$ cat src/rtl/sort_avalon_arbiter_pkg.sv
// rtl/sort_avalon_arbiter_pkg.sv - shared types and helpers for the sort engine arbiter
package sort_avalon_arb_pkg;

  typedef enum logic [1:0] {
    IDLE     = 2'd0,
    FWD_IN   = 2'd1,
    WAIT_OUT = 2'd2
  } arb_state_e;

  // One extra bit so the counter can represent MAX_PKT_LEN itself.
  function automatic int cnt_width(input int max_len);
    return $clog2(max_len) + 1;
  endfunction

endpackage

$ cat src/rtl/sort_avalon_arbiter_if.sv
// rtl/sort_avalon_arbiter_if.sv - requester, engine and status signals of the arbiter
interface sort_avalon_arbiter_if #(
  parameter int N_REQ  = 4,
  parameter int DWIDTH = 4
);
  logic [N_REQ*DWIDTH-1:0] snk_data_i;
  logic [N_REQ-1:0]        snk_valid_i;
  logic [N_REQ-1:0]        snk_startofpacket_i;
  logic [N_REQ-1:0]        snk_endofpacket_i;
  logic [N_REQ-1:0]        snk_ready_o;
  logic [N_REQ*DWIDTH-1:0] src_data_o;
  logic [N_REQ-1:0]        src_valid_o;
  logic [N_REQ-1:0]        src_startofpacket_o;
  logic [N_REQ-1:0]        src_endofpacket_o;
  logic [N_REQ-1:0]        src_ready_i;
  logic [DWIDTH-1:0]       eng_snk_data_o;
  logic                    eng_snk_valid_o;
  logic                    eng_snk_startofpacket_o;
  logic                    eng_snk_endofpacket_o;
  logic                    eng_snk_ready_i;
  logic [DWIDTH-1:0]       eng_src_data_i;
  logic                    eng_src_valid_i;
  logic                    eng_src_startofpacket_i;
  logic                    eng_src_endofpacket_i;
  logic                    eng_src_ready_o;
  logic [N_REQ-1:0]        grant_o;
  logic                    trunc_o;
  logic                    drop_o;

  modport slave (
    input  snk_data_i, snk_valid_i, snk_startofpacket_i, snk_endofpacket_i,
    output snk_ready_o,
    output src_data_o, src_valid_o, src_startofpacket_o, src_endofpacket_o,
    input  src_ready_i,
    output eng_snk_data_o, eng_snk_valid_o, eng_snk_startofpacket_o, eng_snk_endofpacket_o,
    input  eng_snk_ready_i,
    input  eng_src_data_i, eng_src_valid_i, eng_src_startofpacket_i, eng_src_endofpacket_i,
    output eng_src_ready_o,
    output grant_o, trunc_o, drop_o
  );

  modport master (
    output snk_data_i, snk_valid_i, snk_startofpacket_i, snk_endofpacket_i,
    input  snk_ready_o,
    input  src_data_o, src_valid_o, src_startofpacket_o, src_endofpacket_o,
    output src_ready_i,
    input  eng_snk_data_o, eng_snk_valid_o, eng_snk_startofpacket_o, eng_snk_endofpacket_o,
    output eng_snk_ready_i,
    output eng_src_data_i, eng_src_valid_i, eng_src_startofpacket_i, eng_src_endofpacket_i,
    input  eng_src_ready_o,
    input  grant_o, trunc_o, drop_o
  );
endinterface

$ cat src/rtl/sort_avalon_arbiter_rr_pick.sv
// rtl/sort_avalon_arbiter_rr_pick.sv - combinational round-robin first-one finder
module rr_pick #(
  parameter int N  = 4,
  parameter int PW = (N > 1) ? $clog2(N) : 1
) (
  input  logic [N-1:0]  req,
  input  logic [PW-1:0] ptr,
  output logic [N-1:0]  gnt,
  output logic          valid
);

  // Scan starts at ptr and wraps, so the first hit is the round-robin winner.
  always_comb begin
    gnt   = '0;
    valid = 1'b0;
    for (int k = 0; k < N; k++) begin
      if (!valid && req[(int'(ptr) + k) % N]) begin
        gnt[(int'(ptr) + k) % N] = 1'b1;
        valid                    = 1'b1;
      end
    end
  end

endmodule

$ cat src/rtl/sort_avalon_arbiter.sv
// rtl/sort_avalon_arbiter.sv - packet-level round-robin arbiter sharing one sort engine
module sort_avalon_arbiter
  import sort_avalon_arb_pkg::*;
#(
  parameter int N_REQ       = 4,
  parameter int DWIDTH      = 4,
  parameter int MAX_PKT_LEN = 5
) (
  input  logic                 clk_i,
  input  logic                 arst_i,
  sort_avalon_arbiter_if.slave bus
);

  localparam int PW = (N_REQ > 1) ? $clog2(N_REQ) : 1;
  localparam int CW = cnt_width(MAX_PKT_LEN);

  arb_state_e       state_q, state_d;
  logic [N_REQ-1:0] grant_q;
  logic [PW-1:0]    gidx_q, rr_ptr_q, pick_idx;
  logic [CW-1:0]    beat_cnt_q;
  logic             drain_q, out_done_q;

  logic [N_REQ-1:0]  sop_req, stray, pick_gnt;
  logic              pick_vld;
  logic              g_valid, g_sop, g_eop;
  logic [DWIDTH-1:0] g_data;
  logic              at_max, in_xfer, in_last, force_eop, out_eop, drain_clr, exit_ok;

  assign sop_req = bus.snk_valid_i & bus.snk_startofpacket_i;
  assign stray   = bus.snk_valid_i & ~bus.snk_startofpacket_i;

  rr_pick #(.N(N_REQ), .PW(PW)) u_rr_pick (
    .req   (sop_req),
    .ptr   (rr_ptr_q),
    .gnt   (pick_gnt),
    .valid (pick_vld)
  );

  always_comb begin
    pick_idx = '0;
    for (int i = 0; i < N_REQ; i++) begin
      if (pick_gnt[i]) pick_idx = PW'(i);
    end
  end

  assign g_valid = bus.snk_valid_i[gidx_q];
  assign g_sop   = bus.snk_startofpacket_i[gidx_q];
  assign g_eop   = bus.snk_endofpacket_i[gidx_q];
  assign g_data  = bus.snk_data_i[int'(gidx_q)*DWIDTH +: DWIDTH];

  // The MAX_PKT_LEN-th beat is always the last one the engine sees.
  assign at_max    = (beat_cnt_q == CW'(MAX_PKT_LEN - 1));
  assign in_xfer   = (state_q == FWD_IN) && g_valid && bus.eng_snk_ready_i;
  assign in_last   = in_xfer && (g_eop || at_max);
  assign force_eop = in_xfer && at_max && !g_eop;
  assign out_eop   = (state_q == WAIT_OUT) && bus.eng_src_valid_i &&
                     bus.src_ready_i[gidx_q] && bus.eng_src_endofpacket_i;
  assign drain_clr = (state_q == WAIT_OUT) && drain_q && g_valid && g_eop;
  assign exit_ok   = (state_q == WAIT_OUT) && (out_done_q || out_eop) &&
                     (!drain_q || drain_clr);

  always_comb begin
    state_d = state_q;
    case (state_q)
      IDLE:     if (pick_vld) state_d = FWD_IN;
      FWD_IN:   if (in_last)  state_d = WAIT_OUT;
      WAIT_OUT: if (exit_ok)  state_d = IDLE;
      default:                state_d = IDLE;
    endcase
  end

  always_comb begin
    bus.snk_ready_o             = '0;
    bus.src_data_o              = '0;
    bus.src_valid_o             = '0;
    bus.src_startofpacket_o     = '0;
    bus.src_endofpacket_o       = '0;
    bus.eng_snk_data_o          = '0;
    bus.eng_snk_valid_o         = 1'b0;
    bus.eng_snk_startofpacket_o = 1'b0;
    bus.eng_snk_endofpacket_o   = 1'b0;
    bus.eng_src_ready_o         = 1'b0;
    bus.trunc_o                 = 1'b0;
    bus.drop_o                  = 1'b0;
    case (state_q)
      IDLE: begin
        bus.snk_ready_o = stray;
        bus.drop_o      = |stray;
      end
      FWD_IN: begin
        bus.eng_snk_data_o          = g_data;
        bus.eng_snk_valid_o         = g_valid;
        bus.eng_snk_startofpacket_o = g_sop;
        bus.eng_snk_endofpacket_o   = g_eop || at_max;
        bus.snk_ready_o[gidx_q]     = bus.eng_snk_ready_i;
        bus.trunc_o                 = force_eop;
      end
      WAIT_OUT: begin
        bus.src_data_o[int'(gidx_q)*DWIDTH +: DWIDTH] = bus.eng_src_data_i;
        bus.src_valid_o[gidx_q]         = bus.eng_src_valid_i;
        bus.src_startofpacket_o[gidx_q] = bus.eng_src_startofpacket_i;
        bus.src_endofpacket_o[gidx_q]   = bus.eng_src_endofpacket_i;
        bus.eng_src_ready_o             = bus.src_ready_i[gidx_q];
        bus.snk_ready_o[gidx_q]         = drain_q;
      end
      default: ;
    endcase
    // Stray-beat acceptance is combinational, so hold it off while reset is asserted.
    if (arst_i) begin
      bus.snk_ready_o = '0;
      bus.drop_o      = 1'b0;
    end
  end

  assign bus.grant_o = grant_q;

  always_ff @(posedge clk_i or posedge arst_i) begin
    if (arst_i) begin
      state_q    <= IDLE;
      grant_q    <= '0;
      gidx_q     <= '0;
      rr_ptr_q   <= '0;
      beat_cnt_q <= '0;
      drain_q    <= 1'b0;
      out_done_q <= 1'b0;
    end else begin
      state_q <= state_d;
      case (state_q)
        IDLE: begin
          if (pick_vld) begin
            grant_q <= pick_gnt;
            gidx_q  <= pick_idx;
          end
        end
        FWD_IN: begin
          if (in_xfer)   beat_cnt_q <= beat_cnt_q + CW'(1);
          if (force_eop) drain_q    <= 1'b1;
        end
        WAIT_OUT: begin
          if (drain_clr) drain_q <= 1'b0;
          if (exit_ok) begin
            grant_q    <= '0;
            beat_cnt_q <= '0;
            out_done_q <= 1'b0;
            rr_ptr_q   <= (gidx_q == PW'(N_REQ - 1)) ? '0 : gidx_q + PW'(1);
          end else if (out_eop) begin
            out_done_q <= 1'b1;
          end
        end
        default: ;
      endcase
    end
  end

endmodule

$ cat src/flat_wrapper.sv
// flat-port wrapper written by rule: the top's interface ports become plain ports
module sort_avalon_arbiter_flat import sort_avalon_arb_pkg::*;
#(
  parameter int N_REQ       = 4,
  parameter int DWIDTH      = 4,
  parameter int MAX_PKT_LEN = 5
)
  (clk_i, arst_i, bus_snk_data_i, bus_snk_valid_i, bus_snk_startofpacket_i, bus_snk_endofpacket_i, bus_snk_ready_o, bus_src_data_o, bus_src_valid_o, bus_src_startofpacket_o, bus_src_endofpacket_o, bus_src_ready_i, bus_eng_snk_data_o, bus_eng_snk_valid_o, bus_eng_snk_startofpacket_o, bus_eng_snk_endofpacket_o, bus_eng_snk_ready_i, bus_eng_src_data_i, bus_eng_src_valid_i, bus_eng_src_startofpacket_i, bus_eng_src_endofpacket_i, bus_eng_src_ready_o, bus_grant_o, bus_trunc_o, bus_drop_o);
  sort_avalon_arbiter_if #(.N_REQ(N_REQ), .DWIDTH(DWIDTH)) bus_i ();
  input  logic clk_i;
  input  logic arst_i;
  input wire logic [$bits(bus_i.snk_data_i)-1:0] bus_snk_data_i;
  input wire logic [$bits(bus_i.snk_valid_i)-1:0] bus_snk_valid_i;
  input wire logic [$bits(bus_i.snk_startofpacket_i)-1:0] bus_snk_startofpacket_i;
  input wire logic [$bits(bus_i.snk_endofpacket_i)-1:0] bus_snk_endofpacket_i;
  output wire logic [$bits(bus_i.snk_ready_o)-1:0] bus_snk_ready_o;
  output wire logic [$bits(bus_i.src_data_o)-1:0] bus_src_data_o;
  output wire logic [$bits(bus_i.src_valid_o)-1:0] bus_src_valid_o;
  output wire logic [$bits(bus_i.src_startofpacket_o)-1:0] bus_src_startofpacket_o;
  output wire logic [$bits(bus_i.src_endofpacket_o)-1:0] bus_src_endofpacket_o;
  input wire logic [$bits(bus_i.src_ready_i)-1:0] bus_src_ready_i;
  output wire logic [$bits(bus_i.eng_snk_data_o)-1:0] bus_eng_snk_data_o;
  output wire logic [$bits(bus_i.eng_snk_valid_o)-1:0] bus_eng_snk_valid_o;
  output wire logic [$bits(bus_i.eng_snk_startofpacket_o)-1:0] bus_eng_snk_startofpacket_o;
  output wire logic [$bits(bus_i.eng_snk_endofpacket_o)-1:0] bus_eng_snk_endofpacket_o;
  input wire logic [$bits(bus_i.eng_snk_ready_i)-1:0] bus_eng_snk_ready_i;
  input wire logic [$bits(bus_i.eng_src_data_i)-1:0] bus_eng_src_data_i;
  input wire logic [$bits(bus_i.eng_src_valid_i)-1:0] bus_eng_src_valid_i;
  input wire logic [$bits(bus_i.eng_src_startofpacket_i)-1:0] bus_eng_src_startofpacket_i;
  input wire logic [$bits(bus_i.eng_src_endofpacket_i)-1:0] bus_eng_src_endofpacket_i;
  output wire logic [$bits(bus_i.eng_src_ready_o)-1:0] bus_eng_src_ready_o;
  output wire logic [$bits(bus_i.grant_o)-1:0] bus_grant_o;
  output wire logic [$bits(bus_i.trunc_o)-1:0] bus_trunc_o;
  output wire logic [$bits(bus_i.drop_o)-1:0] bus_drop_o;
  assign bus_i.snk_data_i = bus_snk_data_i;
  assign bus_i.snk_valid_i = bus_snk_valid_i;
  assign bus_i.snk_startofpacket_i = bus_snk_startofpacket_i;
  assign bus_i.snk_endofpacket_i = bus_snk_endofpacket_i;
  assign bus_snk_ready_o = bus_i.snk_ready_o;
  assign bus_src_data_o = bus_i.src_data_o;
  assign bus_src_valid_o = bus_i.src_valid_o;
  assign bus_src_startofpacket_o = bus_i.src_startofpacket_o;
  assign bus_src_endofpacket_o = bus_i.src_endofpacket_o;
  assign bus_i.src_ready_i = bus_src_ready_i;
  assign bus_eng_snk_data_o = bus_i.eng_snk_data_o;
  assign bus_eng_snk_valid_o = bus_i.eng_snk_valid_o;
  assign bus_eng_snk_startofpacket_o = bus_i.eng_snk_startofpacket_o;
  assign bus_eng_snk_endofpacket_o = bus_i.eng_snk_endofpacket_o;
  assign bus_i.eng_snk_ready_i = bus_eng_snk_ready_i;
  assign bus_i.eng_src_data_i = bus_eng_src_data_i;
  assign bus_i.eng_src_valid_i = bus_eng_src_valid_i;
  assign bus_i.eng_src_startofpacket_i = bus_eng_src_startofpacket_i;
  assign bus_i.eng_src_endofpacket_i = bus_eng_src_endofpacket_i;
  assign bus_eng_src_ready_o = bus_i.eng_src_ready_o;
  assign bus_grant_o = bus_i.grant_o;
  assign bus_trunc_o = bus_i.trunc_o;
  assign bus_drop_o = bus_i.drop_o;
  sort_avalon_arbiter #(.N_REQ(N_REQ), .DWIDTH(DWIDTH), .MAX_PKT_LEN(MAX_PKT_LEN)) u_core (.clk_i(clk_i), .arst_i(arst_i), .bus(bus_i));
endmodule
$ cat config.mk
export PLATFORM = sky130hd
export DESIGN_NAME = sort_avalon_arbiter_flat
export DESIGN_NICKNAME = d
export VERILOG_FILES = /design/src/rtl/sort_avalon_arbiter_pkg.sv /design/src/rtl/sort_avalon_arbiter_if.sv /design/src/rtl/sort_avalon_arbiter_rr_pick.sv /design/src/rtl/sort_avalon_arbiter.sv /design/src/flat_wrapper.sv
export SDC_FILE = /design/constraint.sdc
export NUM_CORES = 1
export LEC_CHECK = 0
export CAP_MARGIN = 20
export CORE_ASPECT_RATIO = 1.4
export CORE_MARGIN = 2
export CORE_UTILIZATION = 45
export CTS_BUF_LIST = sky130_fd_sc_hd__clkbuf_4 sky130_fd_sc_hd__clkbuf_8
export DETAILED_ROUTE_END_ITERATION = 10
export HOLD_SLACK_MARGIN = 0.15
export PLACE_DENSITY = 0.84
export REMOVE_ABC_BUFFERS = 1
export SYNTH_ARGS = -nofsm -noshare
export SYNTH_HDL_FRONTEND = slang
export SYNTH_HIERARCHICAL = 1
export SYNTH_SLANG_ARGS = --single-unit
$ cat constraint.sdc
create_clock -name clk_i -period 2.9 [get_ports clk_i]
set_input_delay 0.58 -clock clk_i [delete_from_list [all_inputs] [get_ports clk_i]]
set_output_delay 0.58 -clock clk_i [all_outputs]
set_load 0.005 [all_outputs]
# Word-level counts from Yosys, hierarchy flattened
# Index checks and enable logic that the tools add are counted.
# word_totals
reg_bits	16
latch_bits	0
ram_bits	0
romBits	0
elab_cells	164
n_memories	0
# classes
n_addsub	6
mul	0
div_mod_pow	0
order_cmp	10
eq_ne	10
shifts	3
mux	69
bitwise_logic	15
reduce_logical	44
# ops
operator	count
4-bit 2-to-1 mux	12
4-bit negation with 33-bit output	1
4-bit by 33-bit variable shift with 16-bit output (first input constant)	1
4-bit by 33-bit variable part select with 16-bit output	1
1-bit 2-to-1 mux	32
4-bit bitwise AND	7
1-bit logical AND	21
16-bit bitwise AND	1
1-bit binary-select mux with 2-bit select	8
16-bit 2-to-1 mux	1
4-bit one-hot mux with 2 select lines	2
16-bit by 5-bit variable part select with 4-bit output	1
3-bit by 4-bit < comparator with 1-bit output (second input constant)	3
2-bit 2-to-1 mux	6
2-bit by 1-bit inequality test with 1-bit output (second input constant)	6
4-bit OR	3
4-bit one-hot mux with 3 select lines	1
3-bit AND reduction	4
1-bit demux with 2-bit select	5
3-bit by 1-bit greater-or-equal comparator with 1-bit output (second input constant)	3
2-bit by 3-bit < comparator with 1-bit output (second input constant)	2
2-bit one-hot mux with 3 select lines	1
2-bit AND reduction	3
2-bit nonzero test	3
other kinds (15)	29

# Longest topological paths before layout
# Gate-level depths: netlist (run 1).
# logic_depth
ltp_word	17
mapped_depth	10
depth_no_buf	9

# Hierarchy
# Netlist (run 1), hierarchy kept.
# modules_own_cells
mod	n_inst	cells_per_inst	area_each_um2	seq_area_each_um2
sort_avalon_arbiter	1	178	1687.9	400.4
rr_pick	1	62	470.5	0.0

# Worst setup path after synthesis (run 1)
# OpenSTA, ideal clock, no wires.
# synth_path
path_type	reg-to-reg
startpoint	reg u_core.rr_ptr_q[0]
endpoint	reg u_core.gidx_q[0]
t_arrival_ps	2140
required_time_ps	2773
setup_slack_ps	633
stages_incl_launch_ff	11
n_path_buf	1
synth_period_minus_slack_ps	2267
path_cell_list	dfrtp_1 -> buf_6 -> inv_1 -> ha_1 -> mux2i_1 -> mux2_2 -> a2111oi_2 -> o2bb2ai_1 -> nor2b_1 -> nor3_1 -> a21oi_1
# synth_between
elab_chain_cells	16
elab_cells_between_ends	61
classes_between	add/sub: 3; order compare: 8; mux: 30; bitwise: 6; reduce/logical: 14
# synth_lines
item	line	text
start, declared	sort_avalon_arbiter.sv:19	logic [PW-1:0] gidx_q, rr_ptr_q, pick_idx;
start signal, assigned	sort_avalon_arbiter.sv:145	rr_ptr_q <= (gidx_q == PW'(N_REQ - 1)) ? '0 : gidx_q + PW'(1);
2-bit by 1-bit adder with 2-bit output	sort_avalon_arbiter_rr_pick.sv:17, sort_avalon_arbiter_rr_pick.sv:18	
2-bit OR reduction (no source line)	--	
1-bit bitwise AND (no source line)	--	
3-bit by 4-bit < comparator with 1-bit output (not written as such) or 3-bit by 1-bit greater-or-equal comparator with 1-bit output (tied branches)	sort_avalon_arbiter_rr_pick.sv:18	gnt[(int'(ptr) + k) % N] = 1'b1;
1-bit logical AND (not written as such)	sort_avalon_arbiter_rr_pick.sv:18	
1-bit 2-to-1 mux (not written as such)	sort_avalon_arbiter_rr_pick.sv:18	
1-bit demux with 2-bit select	sort_avalon_arbiter_rr_pick.sv:18	
4-bit OR (no source line)	--	
4-bit 2-to-1 mux	sort_avalon_arbiter_rr_pick.sv:17	if (!valid && req[(int'(ptr) + k) % N]) begin
4-bit OR (no source line)	--	
4-bit 2-to-1 mux	sort_avalon_arbiter_rr_pick.sv:17	
4-bit OR (no source line)	--	
4-bit 2-to-1 mux (*)	sort_avalon_arbiter_rr_pick.sv:17	
named net u_core.pick_gnt[1]	sort_avalon_arbiter.sv:23	logic [N_REQ-1:0] sop_req, stray, pick_gnt;
1-bit 2-to-1 mux (*)	sort_avalon_arbiter.sv:42	if (pick_gnt[i]) pick_idx = PW'(i);
2-bit 2-to-1 mux (*) (2 in a row)	sort_avalon_arbiter.sv:42	
end signal, assigned	sort_avalon_arbiter.sv:132	gidx_q <= pick_idx;
end, declared	sort_avalon_arbiter.sv:19	
# The timed path passes the listed nets; every way through them passes the cells marked *. The select of a mux whose other input is x is not followed.
# A chain may end at the register's enable or synchronous reset.

# Final worst setup path (run 1)
# layout_path
startpoint	in bus_eng_snk_ready_i
endpoint	out bus_snk_ready_o[1]
# layout_between
elab_chain_cells	3
# layout_lines
item	line	text
start, declared	flat_wrapper.sv:26	input wire logic [$bits(bus_i.eng_snk_ready_i)-1:0] bus_eng_snk_ready_i;
4-bit bitwise AND (no source line)	--	
4-bit one-hot mux with 3 select lines	sort_avalon_arbiter.sv:85	case (state_q)
4-bit 2-to-1 mux	sort_avalon_arbiter.sv:109	if (arst_i) begin
end, declared	flat_wrapper.sv:16	output wire logic [$bits(bus_i.snk_ready_o)-1:0] bus_snk_ready_o;
# Every way passes these cells.

==> run_results.csv, run 1 <==
group,metric,value,unit
outcome,status,"completed",
sta,setup_viol,0,
global_route,grt_pass1_wl,10800,microns
routing,drt-pass1-iter-count,4,
sta,drv_slew,0,
routing,ant_nets,0,
place,pre_cts_ws,-0.0653,ns
sta,timing.fmax,0.352,GHz
yosys,async_flop_share,100,%
sta,skew,0.00261,ns
routing,met2_length,3560,microns
yosys,synthCells,240,
power,leakage,0.00137,uW
yosys,ys_seq_elements,16,
clock_network,cts_tree,"yes",
routing,wl_met1,2760,microns
floorplanning,die_h,85.9,microns
finish,final_util,70.4,%
sta,timing.setup.tns,0,ns
global_route,grt_overflow_total,0,
clock_network,clk_pin_slew,0.06,ns
setup_path,required,2.32,ns
finish,fin_area,0.00322,sq mm
finish,fillerInstances,371,
power,p_per_area,786,mW/mm^2
sta,period_minus_slack,2.84,ns
global_route,grt_pass1_vias,2206,
clock_network,hold_buffers,0,
finish,num_antenna_cells,0,
routing,drc,0,
finish,multi_input_area,0.00162,sq mm
global_route,grt_max_degree,23,
place,numPortBuffers,87,
place,dp_cells,397,
sta,tightest_slew,0.486,ns
routing,drt_iter0_markers,170,
yosys,yosysUniqueCellTypes,57,
finish,nets,400,
sta,setup_ws,0.0554,ns
global_route,antenna_found_initial,0,
setup_path,critical_path_class,"input port to output pin",
place,place.gp.congestion,0.862,
clock_network,cts.sinks,16,
yosys,syn_avg_cell_area,8.99,sq um
floorplanning,die_w,62.5,microns
sta,relSlewSlack,66.7,%
routing,wl,6750,microns
sta,finalCritPeriodShare,98.1,%
routing,vias,2268,
setup_path,cp.arrival,2.26,ns
yosys,synth_ff_type,"dfrtp_1",
sta,rsz0062_at_grt,"false",
setup_path,crit_fanout,4,
floorplanning,initial_core_util,47.2,%
finish,layoutNonFillerInstCount,401,
sta,hold_violations,0,
min_path,hold_class,"flop to flop",
global_route,track_usage,24.8,%
finish,drive_gt1_share,14.7,%
floorplanning,io_pins,88,
power,ir_drop,368,uV
floorplanning,core_area,0.00457,sq mm
routing,wl_met3,278,microns
setup_path,start_kind,"input port",
routing,vias_per_cell,5.66,
clock_network,numCtsBuffers,3,
finish,layout_common_cells,"clkdlybuf4s50_1, nor2_1, and2_1, buf_4, inv_1",
yosys,synth_edf_count,0,
routing,wl_per_cell,16.8,microns
clock_network,clk_latency,0.25,ns
yosys,synth_area,0.00216,sq mm
finish,layout_commonest_cell,"clkdlybuf4s50_1",
place,placed_area,0.00316,sq mm
floorplanning,dieArea,0.00537,sq mm
finish,final-seq-area,402,sq um
clock_network,cts_buffer_depth,2,
clock_network,h-tree-depth,1,
yosys,ys_seq_area_share,18.6,%
clock_network,cts-root-buf,"clkbuf_8",
setup_path,critPathCaptureType,"output pin",
yosys,ys.warnings.count,6,
floorplanning,num_rows,29,
routing,top_layer_used,"met4",
finish,syn_to_final_growth,49.2,%
job,drv_cap,0,
place,dpl.hpwl,5590,microns
==> worst paths after layout <==
path | startpoint | endpoint | slack, ns | cells past startpoint
hold / removal | u_core/beat_cnt_q[3] | u_core/beat_cnt_q[3] | 0.48 | 1
min in group asynchronous | arst_i | u_core/drain_q | 0.79 | 3
setup reg to reg | u_core/rr_ptr_q[1] | u_core/gidx_q[0] | 0.55 | 9
max in group asynchronous | arst_i | u_core/gidx_q[0] | 1.92 | 3
hold reg to reg | u_core/beat_cnt_q[3] | u_core/beat_cnt_q[3] | 0.48 | 1
setup / recovery | bus_eng_snk_ready_i | bus_snk_ready_o[1] | 0.06 | 7
==> worst max-delay path: stages <==
cell and delay [ns]:
clkdlybuf4s50_1 0.48, nand2b_1 0.08, a21boi_2 0.17, buf_4 0.15, a22oi_1 0.10, nor3_1 0.17
clkdlybuf4s50_1 0.53
==> layout make-up <==
cell class              count  area share [%]
flip-flops and latches     16            12.5
multi-input cells         196            50.2
clock buffers               3            1.28
repair buffers            106            31.5
inverters                  18            2.10
well taps                  62            2.41
==> synthesized netlist by cell type (2+ instances only) <==
| master | n | area (sq um) |
|---|---|---|
| o22ai_1 | 7 | 43.8 |
| and3_1 | 13 | 81.3 |
| mux2_2 | 4 | 45.0 |
| ha_1 | 17 | 213 |
| mux4_1 | 6 | 158 |
| a21oi_1 | 7 | 35.0 |
| buf_2 | 2 | 10.0 |
| mux4_2 | 2 | 45.0 |
| inv_1 | 18 | 67.6 |
| nor3b_1 | 2 | 15.0 |
| nor3_1 | 12 | 60.1 |
| clkbuf_1 | 3 | 11.3 |
| nand4_1 | 2 | 12.5 |
| or4_1 | 2 | 15.0 |
| nor2b_1 | 5 | 31.3 |
| dfrtp_1 | 16 | 400 |
| a2111oi_2 | 3 | 45.0 |
| nor2_1 | 20 | 75.1 |
| nand2b_1 | 6 | 37.5 |
| clkbuf_8 | 2 | 27.5 |
| and2_1 | 19 | 119 |
| a22o_1 | 4 | 35.0 |
| a211oi_1 | 2 | 15.0 |
| a31oi_1 | 4 | 25.0 |
| a22oi_1 | 4 | 30.0 |
| mux2i_1 | 8 | 80.1 |
| nand2_1 | 11 | 41.3 |
| buf_6 | 3 | 33.8 |
| nand3_1 | 5 | 25.0 |
| o2bb2ai_1 | 4 | 35.0 |
==> routing by layer <==
metal  up-vias  GRT usage, %
li1       1098             -
met1      1080          30.3
met2        77          45.0
met3        13          3.94
met4         0          6.67
met5         -             0
==> power by group <==
| part | switching [uW] | leakage (uW) | internal (uW) |
|---|---|---|---|
| clock | 72.0 | 0.0000216 | 92.1 |
| combinational | 994 | 0.00114 | 955 |
| sequential | 94.8 | 0.000200 | 323 |
| total | 1160 | 0.00137 | 1370 |
==> logic make-up after synthesis <==
| logic type | count (synthesis) | share of synthesized area (%) |
|---|---|---|
| flip-flops | 16 | 18.6 |
| adder cells (fa/ha/maj) | 17 | 9.85 |
| multiplexers | 21 | 15.7 |
| AND/OR/NAND/NOR | 107 | 28.9 |
| buffers and inverters | 28 | 6.96 |
| AO/OA/AOI/OAI | 51 | 20.0 |
==> state kept, by name (all words and copies together), names as in the netlist <==
signal	cells
u_core/beat_cnt_q	4
u_core/bus.grant_o	4
u_core/drain_q	1
u_core/gidx_q	2
u_core/out_done_q	1
u_core/rr_ptr_q	2
u_core/state_q	2
==> timing repair <==
| item | CTS | global route |
|---|---|---|
| endpoints found under the setup margin | 6 | 16 |
| setup buffers | 1 | 0 |
| resized for setup | 4 | 5 |
==> metrics by stage <==
| stage | hold WS, ns | power [uW] |
|---|---|---|
| global placement | 0.461 | 2270 |
| finish | 0.479 | 2530 |
| CTS | 0.479 | 2510 |
| global route | 0.504 | 2730 |
| floorplan | 0.444 | 1590 |
| detailed placement | 0.471 | 2320 |
Note: power is estimated with default switching activity, not from simulation.
==> run 2, diff against run 1 <==
ABC_AREA = 1   (was unset)
PLACE_DENSITY = 0.85   (was 0.84)
==> run 2 against run 1 <==
- fmax is 1.4% higher
- routed wire length is 5.9% lower
- sequential power is 6.5% lower
- worst setup slack better by 0.039 ns
- total power is 9.5% lower
- sequential cell count stayed put
- utilization is 1.1 points lower
- cell count is 25% higher
- global-route usage is 0.82 points higher
- count of clock-buffer cells in the layout is 1 higher
- clock skew is 0.0022 ns lower
- first-iteration DRC count is 17% lower
- critical endpoint is now bus_drop_o
- largest power group unchanged
==> run_results.csv, run 2 <==
group,metric,value,unit
setup_path,rrSetupSlack,0.52,ns
clock_network,hold_buffers,0,
setup_path,reg2reg_from,"u_core/rr_ptr_q[0]",
floorplanning,initial_core_util,46.3,%
yosys,yosysUniqueCellTypes,35,
min_path,hold_end,"u_core/bus.grant_o[1]",
global_route,grt_max_degree,25,
routing,vias,2552,
job,drv_cap,0,
routing,met2_length,3430,microns
yosys,syn_avg_cell_area,6.02,sq um
yosys,synthCells,346,
clock_network,h-tree-depth,1,
power,leakage,0.00153,uW
floorplanning,num_rows,29,
sta,rsz0062_at_grt,"true",
setup_path,crit_slowest_cell,"clkdlybuf4s50_1",
floorplanning,die_w,61.5,microns
sta,whs,0.470,ns
setup_path,crit_fanout,3,
power,ir_drop,423,uV
floorplanning,die_h,84.5,microns
finish,fillerInstances,404,
sta,finalCritPeriodShare,96.7,%
floorplanning,dieArea,0.00519,sq mm
floorplanning,core_area,0.00450,sq mm
clock_network,clk_latency,0.24,ns
sta,timing.setup.tns,0,ns
finish,num_antenna_cells,0,
floorplanning,io_pins,88,
yosys,async_flop_share,100,%
place,place.gp.congestion,0.862,
finish,final-seq-area,400,sq um
setup_path,r2r-end,"u_core/bus.grant_o[0]",
clock_network,cts.sinks,16,
yosys,synth.most_common_cell,"nand2_1",
place,pre_cts_ws,0.100,ns
sta,tightest_slew,0.622,ns
sta,hold_violations,0,
sta,drv_slew,0,
yosys,synth_area_leaders,"dfrtp_1, nand2_1, nor2_1, ha_1, nand3_1",
routing,wl_met1,2540,microns
clock_network,cts_tree,"yes",
clock_network,cts_setup_buffers,0,
finish,syn_to_final_growth,49.8,%
sta,setup_viol,0,
finish,multi_input_area,0.00147,sq mm
sta,setup_ws,0.0944,ns
clock_network,numCtsBuffers,3,
outcome,status,"completed",
yosys,ys.warnings.count,6,
setup_path,cp.arrival,2.23,ns
yosys,synth_top_area_share,19.2,%
place,dpl.hpwl,5020,microns
global_route,grt_pass1_vias,2579,
clock_network,cts-root-buf,"clkbuf_8",
setup_path,crit_chain,"clkdlybuf4s50_1, inv_1, a2111oi_0, buf_4, nor3_1, clkdlybuf4s50_1",
min_path,hp-start,"u_core/bus.grant_o[1]",
setup_path,critical_path_class,"input port to output pin",
routing,top_layer_used,"met4",
yosys,ys_seq_elements,16,
routing,drt-pass1-iter-count,4,
setup_path,critical_path.max_stage_delay,0.49,ns
finish,drive_gt1_share,8.88,%
routing,drt_iter0_markers,141,
yosys,synth_common_cells,"nand2_1, nor2_1, inv_1",
yosys,synth_edf_count,0,
routing,wl,6350,microns
setup_path,start_kind,"input port",
clock_network,clk_pin_slew,0.06,ns
sta,relSlewSlack,58.5,%
finish,nets,499,
sta,timing.fmax,0.356,GHz
power,p_per_area,734,mW/mm^2
setup_path,required,2.32,ns
finish,layoutNonFillerInstCount,501,
min_path,hold_class,"flop to flop",
clock_network,cts_buffer_depth,2,
global_route,antenna_found_initial,0,
routing,vias_per_cell,5.09,
global_route,grt_overflow_total,0,
min_path,hold_depth,2,
finish,layout_commonest_cell,"nand2_1",
clock_network,cts_resized,0,
yosys,ys_seq_area_share,19.2,%
setup_path,crit_top_cell,"clkdlybuf4s50_1",
yosys,synth_area,0.00208,sq mm
sta,period_minus_slack,2.81,ns
sta,skew,0.000388,ns
yosys,yosysTopAreaCell,"dfrtp_1",
global_route,track_usage,25.6,%
global_route,grt_pass1_wl,10700,microns
setup_path,critPathCaptureType,"output pin",
routing,wl_met3,205,microns
setup_path,r2r_cells,13,
finish,layout_common_cells,"nand2_1, clkdlybuf4s50_1, nor2_1",
routing,wl_per_cell,12.7,microns
yosys,synth_ff_type,"dfrtp_1",
routing,ant_nets,0,
routing,drc,0,
place,dp_cells,497,
place,numPortBuffers,87,
finish,final_util,69.3,%
-- run 2: changes by cell type in the layout (fill, tap and decap cells not counted), moves of 8 or more --
cell	previous run	this run
nand3_1	5	40
buf_4	19	8
inv_1	18	45
and2_1	19	0
and3_1	13	0
nor2_1	19	59
nand2_1	11	88
o21ai_0	1	15
mux2i_1	8	0
-- run 2: metal layers --
layer  vias to the layer above  track usage (%)
li1                       1293                -
met1                      1188             28.6
met2                        55             47.7
met3                        16             2.31
met4                         0             8.70
met5                         -                0
-- run 2: layout make-up --
type / instances / area share [%]
inverters: 49 / 5.90
repair buffers: 95 / 29.9
multi-input cells: 275 / 47.2
well taps: 62 / 2.49
clock buffers: 4 / 1.77
flip-flops and latches: 16 / 12.8
-- run 2: logic make-up (layout without fill, tap and decap cells) --
kind of cell | after synthesis | count (layout) | share of synthesized area, %
AOI/OAI and AO/OA | 33 | 33 | 9.20
xor gates and xnor gates | 2 | 2 | 0.841
and+or+nand+nor | 223 | 223 | 49.9
buffers and inverters | 55 | 148 | 10.6
DFF | 16 | 16 | 19.2
adders and majority gates | 17 | 17 | 10.2
-- run 2: worst max-delay path by stage --
stage / from / to / slack [ns] / cells past startpoint
after global placement: bus_snk_startofpacket_i[3] / bus_drop_o / 0.08 / 6
after floorplan: u_core/gidx_q[0] / bus_src_data_o[0] / 0.64 / 5
after global routing: u_core/state_q[0] / bus_src_data_o[8] / -0.01 / 6
final: bus_snk_startofpacket_i[3] / bus_drop_o / 0.09 / 6
after CTS: bus_snk_startofpacket_i[3] / bus_drop_o / 0.10 / 6
after detailed placement: bus_eng_snk_ready_i / bus_snk_ready_o[0] / 0.10 / 7
-- run 2: stage by stage --
step                      power (uW)  instance area (sq um)
after floorplan                 1480                   2050
after global placement          2040                   3050
after detailed placement        2060                   3050
after CTS                       2270                   3110
after global routing            2520                   3120
final                           2290                   3120
-- run 2: power breakdown --
group | internal, uW | switching, uW
logic | 683 | 1020
clock network | 120 | 75.9
registers | 307 | 84.3
total | 1110 | 1180
-- run 2: critical path, delay by kind of cell --
family	cells	cell delay, ns
AOI/OAI and AO/OA	1	0.41
buffers and inverters	4	1.20
and+or+nand+nor	1	0.04
